<file path="src/rtl/async_fifo_rd_stream_if.sv">
// Signal bundle between the FIFO read port, the drain stage and the downstream stream consumer.
// The master modport is the drain stage; the slave modport is the FIFO/consumer side.
interface async_fifo_rd_stream_if #(
    parameter int WIDTH = 8
);
    logic             en;
    logic             fifo_rd_empty;
    logic [WIDTH-1:0] fifo_data_out;
    logic             fifo_rden;
    logic             m_valid;
    logic             m_ready;
    logic [WIDTH-1:0] m_data;
    logic             m_last;
    logic             burst_done;
    logic [1:0]       level;

    modport master (
        input  en, fifo_rd_empty, fifo_data_out, m_ready,
        output fifo_rden, m_valid, m_data, m_last, burst_done, level
    );

    modport slave (
        output en, fifo_rd_empty, fifo_data_out, m_ready,
        input  fifo_rden, m_valid, m_data, m_last, burst_done, level
    );
endinterface

</file>
<file path="src/rtl/async_fifo_rd_stream.sv">
// Drains a first-word-fall-through FIFO into a registered valid/ready stream through a
// two-entry skid buffer, framing fixed-length bursts with m_last and a burst_done pulse.
module async_fifo_rd_stream #(
    parameter int WIDTH     = 8,
    parameter int BURST_LEN = 4
) (
    input  logic                   rd_clk,
    input  logic                   arresetn,
    async_fifo_rd_stream_if.master bus
);
    localparam logic [15:0] LAST_BEAT = 16'(BURST_LEN - 1);

    typedef enum logic [1:0] {
        EMPTY = 2'd0,
        ONE   = 2'd1,
        FULL  = 2'd2
    } state_t;

    state_t           r_state, w_state_next;
    logic [WIDTH-1:0] r_buf0, r_buf1, w_buf0_next, w_buf1_next;
    logic [15:0]      r_beat, w_beat_next;
    logic             r_burst_done, w_burst_done_next;
    logic             w_push, w_pop, w_valid, w_last;

    // The read request looks only at registered occupancy, so m_ready never reaches fifo_rden.
    assign w_valid = (r_state != EMPTY);
    assign w_last  = w_valid & (r_beat == LAST_BEAT);
    assign w_push  = arresetn & bus.en & ~bus.fifo_rd_empty & (r_state != FULL);
    assign w_pop   = w_valid & bus.m_ready;

    always_ff @(posedge rd_clk or negedge arresetn) begin
        if (!arresetn) begin
            r_state      <= EMPTY;
            r_buf0       <= '0;
            r_buf1       <= '0;
            r_beat       <= '0;
            r_burst_done <= 1'b0;
        end else begin
            r_state      <= w_state_next;
            r_buf0       <= w_buf0_next;
            r_buf1       <= w_buf1_next;
            r_beat       <= w_beat_next;
            r_burst_done <= w_burst_done_next;
        end
    end

    always_comb begin
        w_state_next      = r_state;
        w_buf0_next       = r_buf0;
        w_buf1_next       = r_buf1;
        w_beat_next       = r_beat;
        w_burst_done_next = w_pop & w_last;
        case (r_state)
            EMPTY: begin
                if (w_push) begin
                    w_buf0_next  = bus.fifo_data_out;
                    w_state_next = ONE;
                end
            end
            ONE: begin
                if (w_push && w_pop) begin
                    w_buf0_next = bus.fifo_data_out;
                end else if (w_push) begin
                    w_buf1_next  = bus.fifo_data_out;
                    w_state_next = FULL;
                end else if (w_pop) begin
                    w_state_next = EMPTY;
                end
            end
            FULL: begin
                if (w_pop) begin
                    w_buf0_next  = r_buf1;
                    w_state_next = ONE;
                end
            end
            default: w_state_next = EMPTY;
        endcase
        if (w_pop) begin
            w_beat_next = (r_beat == LAST_BEAT) ? 16'd0 : r_beat + 16'd1;
        end
    end

    always_comb begin
        bus.fifo_rden  = w_push;
        bus.m_valid    = w_valid;
        bus.m_data     = r_buf0;
        bus.m_last     = w_last;
        bus.burst_done = r_burst_done;
        bus.level      = r_state;
    end
endmodule

</file>
<file path="src/flat_wrapper.sv">
// flat-port wrapper written by rule: the top's interface ports become plain ports
module async_fifo_rd_stream_flat 
#(
    parameter int WIDTH     = 8,
    parameter int BURST_LEN = 4
)
  (rd_clk, arresetn, bus_en, bus_fifo_rd_empty, bus_fifo_data_out, bus_m_ready, bus_fifo_rden, bus_m_valid, bus_m_data, bus_m_last, bus_burst_done, bus_level);
  async_fifo_rd_stream_if #(.WIDTH(WIDTH)) bus_i ();
  input  logic rd_clk;
  input  logic arresetn;
  input wire logic [$bits(bus_i.en)-1:0] bus_en;
  input wire logic [$bits(bus_i.fifo_rd_empty)-1:0] bus_fifo_rd_empty;
  input wire logic [$bits(bus_i.fifo_data_out)-1:0] bus_fifo_data_out;
  input wire logic [$bits(bus_i.m_ready)-1:0] bus_m_ready;
  output wire logic [$bits(bus_i.fifo_rden)-1:0] bus_fifo_rden;
  output wire logic [$bits(bus_i.m_valid)-1:0] bus_m_valid;
  output wire logic [$bits(bus_i.m_data)-1:0] bus_m_data;
  output wire logic [$bits(bus_i.m_last)-1:0] bus_m_last;
  output wire logic [$bits(bus_i.burst_done)-1:0] bus_burst_done;
  output wire logic [$bits(bus_i.level)-1:0] bus_level;
  assign bus_i.en = bus_en;
  assign bus_i.fifo_rd_empty = bus_fifo_rd_empty;
  assign bus_i.fifo_data_out = bus_fifo_data_out;
  assign bus_i.m_ready = bus_m_ready;
  assign bus_fifo_rden = bus_i.fifo_rden;
  assign bus_m_valid = bus_i.m_valid;
  assign bus_m_data = bus_i.m_data;
  assign bus_m_last = bus_i.m_last;
  assign bus_burst_done = bus_i.burst_done;
  assign bus_level = bus_i.level;
  async_fifo_rd_stream #(.WIDTH(WIDTH), .BURST_LEN(BURST_LEN)) u_core (.rd_clk(rd_clk), .arresetn(arresetn), .bus(bus_i));
endmodule
</file>
<file path="config.mk">
export PLATFORM = sky130hd
export DESIGN_NAME = async_fifo_rd_stream_flat
export DESIGN_NICKNAME = d
export VERILOG_FILES = /design/src/rtl/async_fifo_rd_stream_if.sv /design/src/rtl/async_fifo_rd_stream.sv /design/src/flat_wrapper.sv
export SDC_FILE = /design/constraint.sdc
export NUM_CORES = 1
export LEC_CHECK = 0
export ABC_AREA = 1
export CORE_MARGIN = 5
export CORE_UTILIZATION = 53
export DETAILED_ROUTE_END_ITERATION = 10
export GPL_TIMING_DRIVEN = 0
export PLACE_DENSITY = 0.81
export SYNTH_ARGS = -nofsm -noshare
export SYNTH_HDL_FRONTEND = slang
export SYNTH_SLANG_ARGS = --single-unit
</file>
<file path="constraint.sdc">
create_clock -name rd_clk -period 1.43 [get_ports rd_clk]
set_input_delay 0.143 -clock rd_clk [delete_from_list [all_inputs] [get_ports rd_clk]]
set_output_delay 0.143 -clock rd_clk [all_outputs]
set_load 0.02 [all_outputs]
</file>
Yosys cells after proc, flatten, opt, wreduce, memory -nomap -nowiden

Cells that the tools add are included.

Bits in read-only memories: 0
Word-level logic and storage cells: 41
Latch bits: 0
Register bits after elaboration: 35
Memory bits (writable): 0
Memories: 0
Output and inout bits: 14

$lt $le $gt $ge: 0
Bitwise logic cells: 8
Divide/modulo/power cells: 0
$add $sub $neg: 1
Mux-type cells: 11
Shift-type cells: 0
Equal/unequal tests: 9
Reductions and logical operators: 7
Multipliers: 0

Operator list:

| kind                                                                     | count |
|---|---|
| 8-bit 2-to-1 mux                                                         | 3 |
| 8-bit case mux with 3 select lines                                       | 1 |
| 16-bit by 1-bit adder with 16-bit output (second input constant)         | 1 |
| 16-bit by 2-bit == test with 1-bit output (second input constant)        | 1 |
| 16-bit 2-to-1 mux                                                        | 1 |
| 2-bit 2-to-1 mux                                                         | 5 |
| 4-bit AND reduction                                                      | 2 |
| 1-bit bitwise AND                                                        | 6 |
| 2-bit by 1-bit inequality test with 1-bit output (second input constant) | 3 |
| 2-bit case mux with 3 select lines                                       | 1 |
| 2-bit inequality test (second input constant)                            | 2 |
| 3-bit by 1-bit inequality test with 1-bit output (second input constant) | 1 |
| 3-bit AND reduction                                                      | 1 |
| 3-bit nonzero test                                                       | 1 |
| 2-bit by 1-bit == test with 1-bit output (second input constant)         | 1 |
| 2-bit == test (second input constant)                                    | 1 |
| 2-bit logical NOT                                                        | 1 |
| 1-bit inverter                                                           | 2 |
| 2-bit nonzero test                                                       | 1 |
| 1-bit logical AND                                                        | 1 |

Depth between registers and ports, before layout

Depth in word-level cells: 6
Mapped depth: 9
Depth with buffers taken out: 9

Worst setup path after synthesis

Ideal clock, no wire load.

Kind: register to register
Start: reg u_core.r_state[1], in the netlist u_core.bus.level[1]
End: reg u_core.r_buf0[0], in the netlist u_core.bus.m_data[0]
Path buffers: 0
Required time: 1.311 ns
Period minus slack after synthesis: 1.456 ns
Cell stages (with the launch flop): 7
Setup time: 0.119 ns
Setup slack: -0.026 ns
Arrival: 1.337 ns
Cells stage by stage: dfrtp_1 > inv_1 > nand2_2 > o21ai_2 > nand2_4 > nand2_1 > nand2_1

Longest elaborated chain between the ends: 5
Elaborated cells between the ends (all ways): 14

RTL lines:

| element                                                    | RTL line                   | source |
|---|---|---|
| start, declared                                            | async_fifo_rd_stream.sv:19 | `state_t r_state, w_state_next;` |
| start signal, assigned                                     | async_fifo_rd_stream.sv:39 | `r_state <= w_state_next;` |
| 2-bit nonzero test *                                       | async_fifo_rd_stream.sv:26 | `assign w_valid = (r_state != EMPTY);` |
| named net bus_m_valid                                      | flat_wrapper.sv:16         | `output wire logic [$bits(bus_i.m_valid)-1:0] bus_m_valid;` |
| 1-bit bitwise AND *                                        | async_fifo_rd_stream.sv:29 | `assign w_pop = w_valid & bus.m_ready;` |
| 1-bit logical AND                                          | async_fifo_rd_stream.sv:61 | `if (w_push && w_pop) begin` |
| 2-bit by 1-bit inequality test with 1-bit output (no line) | --                         |  |
| 4-bit AND reduction (no line) *                            | --                         |  |
| end signal, assigned                                       | async_fifo_rd_stream.sv:40 | `r_buf0 <= w_buf0_next;` |
| end, declared                                              | async_fifo_rd_stream.sv:20 | `logic [WIDTH-1:0] r_buf0, r_buf1, w_buf0_next, w_buf1_next;` |

Mark *: on every way through the listed nets, which the timed path passes. The rest lies on a longest branch.
A chain may end at the register's enable or synchronous reset.

Final worst setup path

Start: reg u_core.r_beat[12]
End: out bus_m_last

Longest elaborated chain between the ends: 2

RTL lines:

| element                                   | RTL line                   | source |
|---|---|---|
| start, declared                           | async_fifo_rd_stream.sv:21 | `logic [15:0] r_beat, w_beat_next;` |
| start signal, assigned                    | async_fifo_rd_stream.sv:42 | `r_beat <= w_beat_next;` |
| 16-bit by 2-bit == test with 1-bit output | async_fifo_rd_stream.sv:27 | `assign w_last = w_valid & (r_beat == LAST_BEAT);` |
| 1-bit bitwise AND                         | async_fifo_rd_stream.sv:27 |  |
| end, declared                             | flat_wrapper.sv:18         | `output wire logic [$bits(bus_i.m_last)-1:0] bus_m_last;` |

Every way passes these cells.

==> flow_summary.json <==
{
  "drive_above_1_share": 0.202,
  "core_sq_mm": 0.00334,
  "finalCritPeriodShare": 1.15,
  "drt_iter0_markers": 129,
  "hp-class": "in -> async",
  "wirelength_microns": 4420,
  "critPathKind": "reg -> out",
  "clk_pin_slew_ps": 120,
  "reg2reg_from": "u_core.bus.level[0]$_DFFE_PN0P_",
  "worst_slack_ps": -215,
  "max_stage_delay_ps": 440,
  "fmax_mhz": 608,
  "via_count": 1755,
  "critPathLaunchType": "flip-flop",
  "status": "finished, violations left",
  "diodes": 0,
  "initial_core_util": 0.547,
  "reg2reg_to": "u_core.r_beat[4]$_DFFE_PN0P_",
  "wl_per_cell_microns": 12.9,
  "slew_headroom": 0.697,
  "p_leak_uw": 0.00130,
  "clk_latency_ps": 350,
  "drc": 0,
  "maxCapViolCount": 0,
  "reg2reg_slack_ps": 70,
  "h-tree-depth": 2,
  "synth_nets": 260,
  "final-hold-violation-count": 35,
  "die_area_sq_mm": 0.00472,
  "endpoint_kind": "output port",
  "drt_first_pass_iters": 5,
  "crit_arrival_ps": 1500,
  "numCtsBuffers": 5,
  "synth-seq-cells": 35,
  "rsz0062_at_grt": "yes",
  "timing.hold.ws_ps": -275,
  "die_y_microns": 68.7,
  "syn_area_sq_mm": 0.00182,
  "io_pins": 27,
  "pre_cts_ws_ps": -712,
  "fp-row-count": 21,
  "grtUsageTotal": 0.208,
  "violations": "hold timing, setup timing",
  "drv_slew": 0,
  "seq_area_frac_synth": 0.480,
  "synth_cells": 246,
  "antenna_found_initial": 0,
  "grt_first_pass_wirelength_microns": 7100,
  "root_buffer": "clkbuf_4",
  "worstPathRequired_ps": 1290,
  "layout_min_cycle_time_ps": 1650,
  "dp_hpwl_microns": 2870,
  "port-buffer-count": 26,
  "finalSetupViolations": 2,
  "p_total_uw": 4240,
  "skew_ps": 13.2,
  "slowest_stage": "dfrtp_1",
  "ys_warn_count": 0,
  "nets": 310,
  "grt_max_degree": 37,
  "cts.sinks": 35,
  "ys_types": 20,
  "avgViaCountPerCell": 5.12,
  "postRouteAntennaNets": 0,
  "area_delta_synth_final_pct": 33.6,
  "syn_avg_cell_area_sq_um": 7.42,
  "grt_overflow": 0,
  "first_global_vias": 1644,
  "cts_tree": "done",
  "reg2reg_depth": 7,
  "crit_path_max_fanout": 5,
  "gp_congestion": 0.915,
  "path_cells": "inv_1 > nand4_1 > nor2_2 > nand2_2 > nor2_1 > buf_4",
  "powerDensity_mw_per_mm2": 1740,
  "clockBufferDepth": 2,
  "irDropWorstVdd_mv": 1.10,
  "die_w_microns": 68.7,
  "tightest_slew_ps": 455
}
-- worst max path at each step --
stage	cells after the start	startpoint	to	slack, ps
after floorplan	7	u_core.bus.level[1]$_DFFE_PN0P_	u_core.r_beat[14]$_DFFE_PN0P_	10
after global placement	5	arresetn	bus_fifo_rden	-1760
after detailed placement	5	arresetn	bus_fifo_rden	-710
after CTS	6	u_core.r_beat[1]$_DFFE_PN0P_	bus_m_last	-200
after global routing	6	u_core.r_beat[5]$_DFFE_PN0P_	bus_m_last	-320
final	6	u_core.r_beat[12]$_DFFE_PN0P_	bus_m_last	-220
-- state kept, by name, indices dropped and copies added (netlist names) --
| signal | count |
|---|---|
| u_core.bus.burst_done | 1 |
| u_core.bus.m_data | 8 |
| u_core.r_beat | 16 |
| u_core.r_buf1 | 8 |
| u_core.bus.level | 2 |
-- per-stage QoR --
| step | area [sq um] | TNS [ps] | utilization | cells |
|---|---|---|---|---|
| after floorplan | 1830 | 0 | - | 246 |
| after global placement | 2150 | -52530 | 0.644 | 318 |
| after detailed placement | 2140 | -13310 | 0.643 | 318 |
| after CTS | 2360 | -207 | 0.707 | 340 |
| after global routing | 2440 | -411 | 0.730 | 343 |
| final | 2440 | -242 | 0.730 | 343 |
-- critical path, delay by kind of cell (launching register included) --
family / cells / cell delay [ps]
buf+inv: 2 / 240
flops: 1 / 440
simple gates: 4 / 470
-- logic make-up after synthesis --
logic type,count (synthesis),share of synthesized area
XOR/XNOR,5,0.0240
AND/OR/NAND/NOR,141,0.334
buffers and inverters,40,0.0857
AO/OA/AOI/OAI,24,0.0693
adder cells (fa/ha/maj),1,0.00686
flip-flops,35,0.480
-- metal layers --
| layer | wire length [microns] | up-vias | track usage |
|---|---|---|---|
| met5 | 0 | - | 0 |
| met1 | 1870 | 820 | 0.236 |
| li1 | - | 874 | - |
| met2 | 2210 | 52 | 0.359 |
| met4 | 80 | 0 | 0.0893 |
| met3 | 259 | 9 | 0.0616 |
-- area by class of cell --
class	count	area [sq um]
Sequential cell	35	878
Clock buffer	5	37.5
Inverter	37	144
Buffer	2	12.5
Tap cell	46	57.6
Timing Repair Buffer	44	383
Clock inverter	3	67.6
Multi-Input combinational cell	171	857
Fill cell	270	900
-- power by group --
part	leakage, uW	internal, uW	total [uW]	switching [uW]
Combinational	0.000828	730	1750	1020
Clock	0.0000514	543	909	366
Sequential	0.000421	1340	1580	242
Total	0.00130	2610	4240	1630
-- layout by cell type (no fill, tap or decap), drive strengths merged --
master,n
a21oi,9
and2,1
buf,24
bufinv,2
clkbuf,6
clkdlybuf4s50,11
clkinvlp,1
dfrtp,35
dlygate4sd2,9
dlymetal6s2s,1
ha,1
inv,37
nand2,71
nand3,31
nand4,5
nor2,32
nor3,1
o211ai,1
o21ai,14
xor2,5
-- synthesized netlist by cell type --
library cell,n,area share
nor2_1,30,0.062
buf_2,2,0.0055
ha_1,1,0.0069
nand2_1,67,0.14
inv_1,37,0.076
o211ai_1,1,0.0041
nand3_1,31,0.085
nand2_2,3,0.010
nor3_1,1,0.0027
xor2_1,5,0.024
o21ai_2,1,0.0048
nor2_4,1,0.0062
o21ai_0,13,0.036
nand2_4,1,0.0062
and2_1,1,0.0034
buf_4,1,0.0041
nor2_2,1,0.0034
nand4_1,5,0.017
dfrtp_1,35,0.48
a21oi_1,9,0.025
-- what timing repair did --
action                                  in CTS  in global routing
hold endpoints to repair                    35                 35
gates resized for setup                     35                 23
buffers inserted                            14                  5
endpoints found under the setup margin      33                 19
pin swaps                                    2                  2
Note: power is estimated with default switching activity, not from simulation.
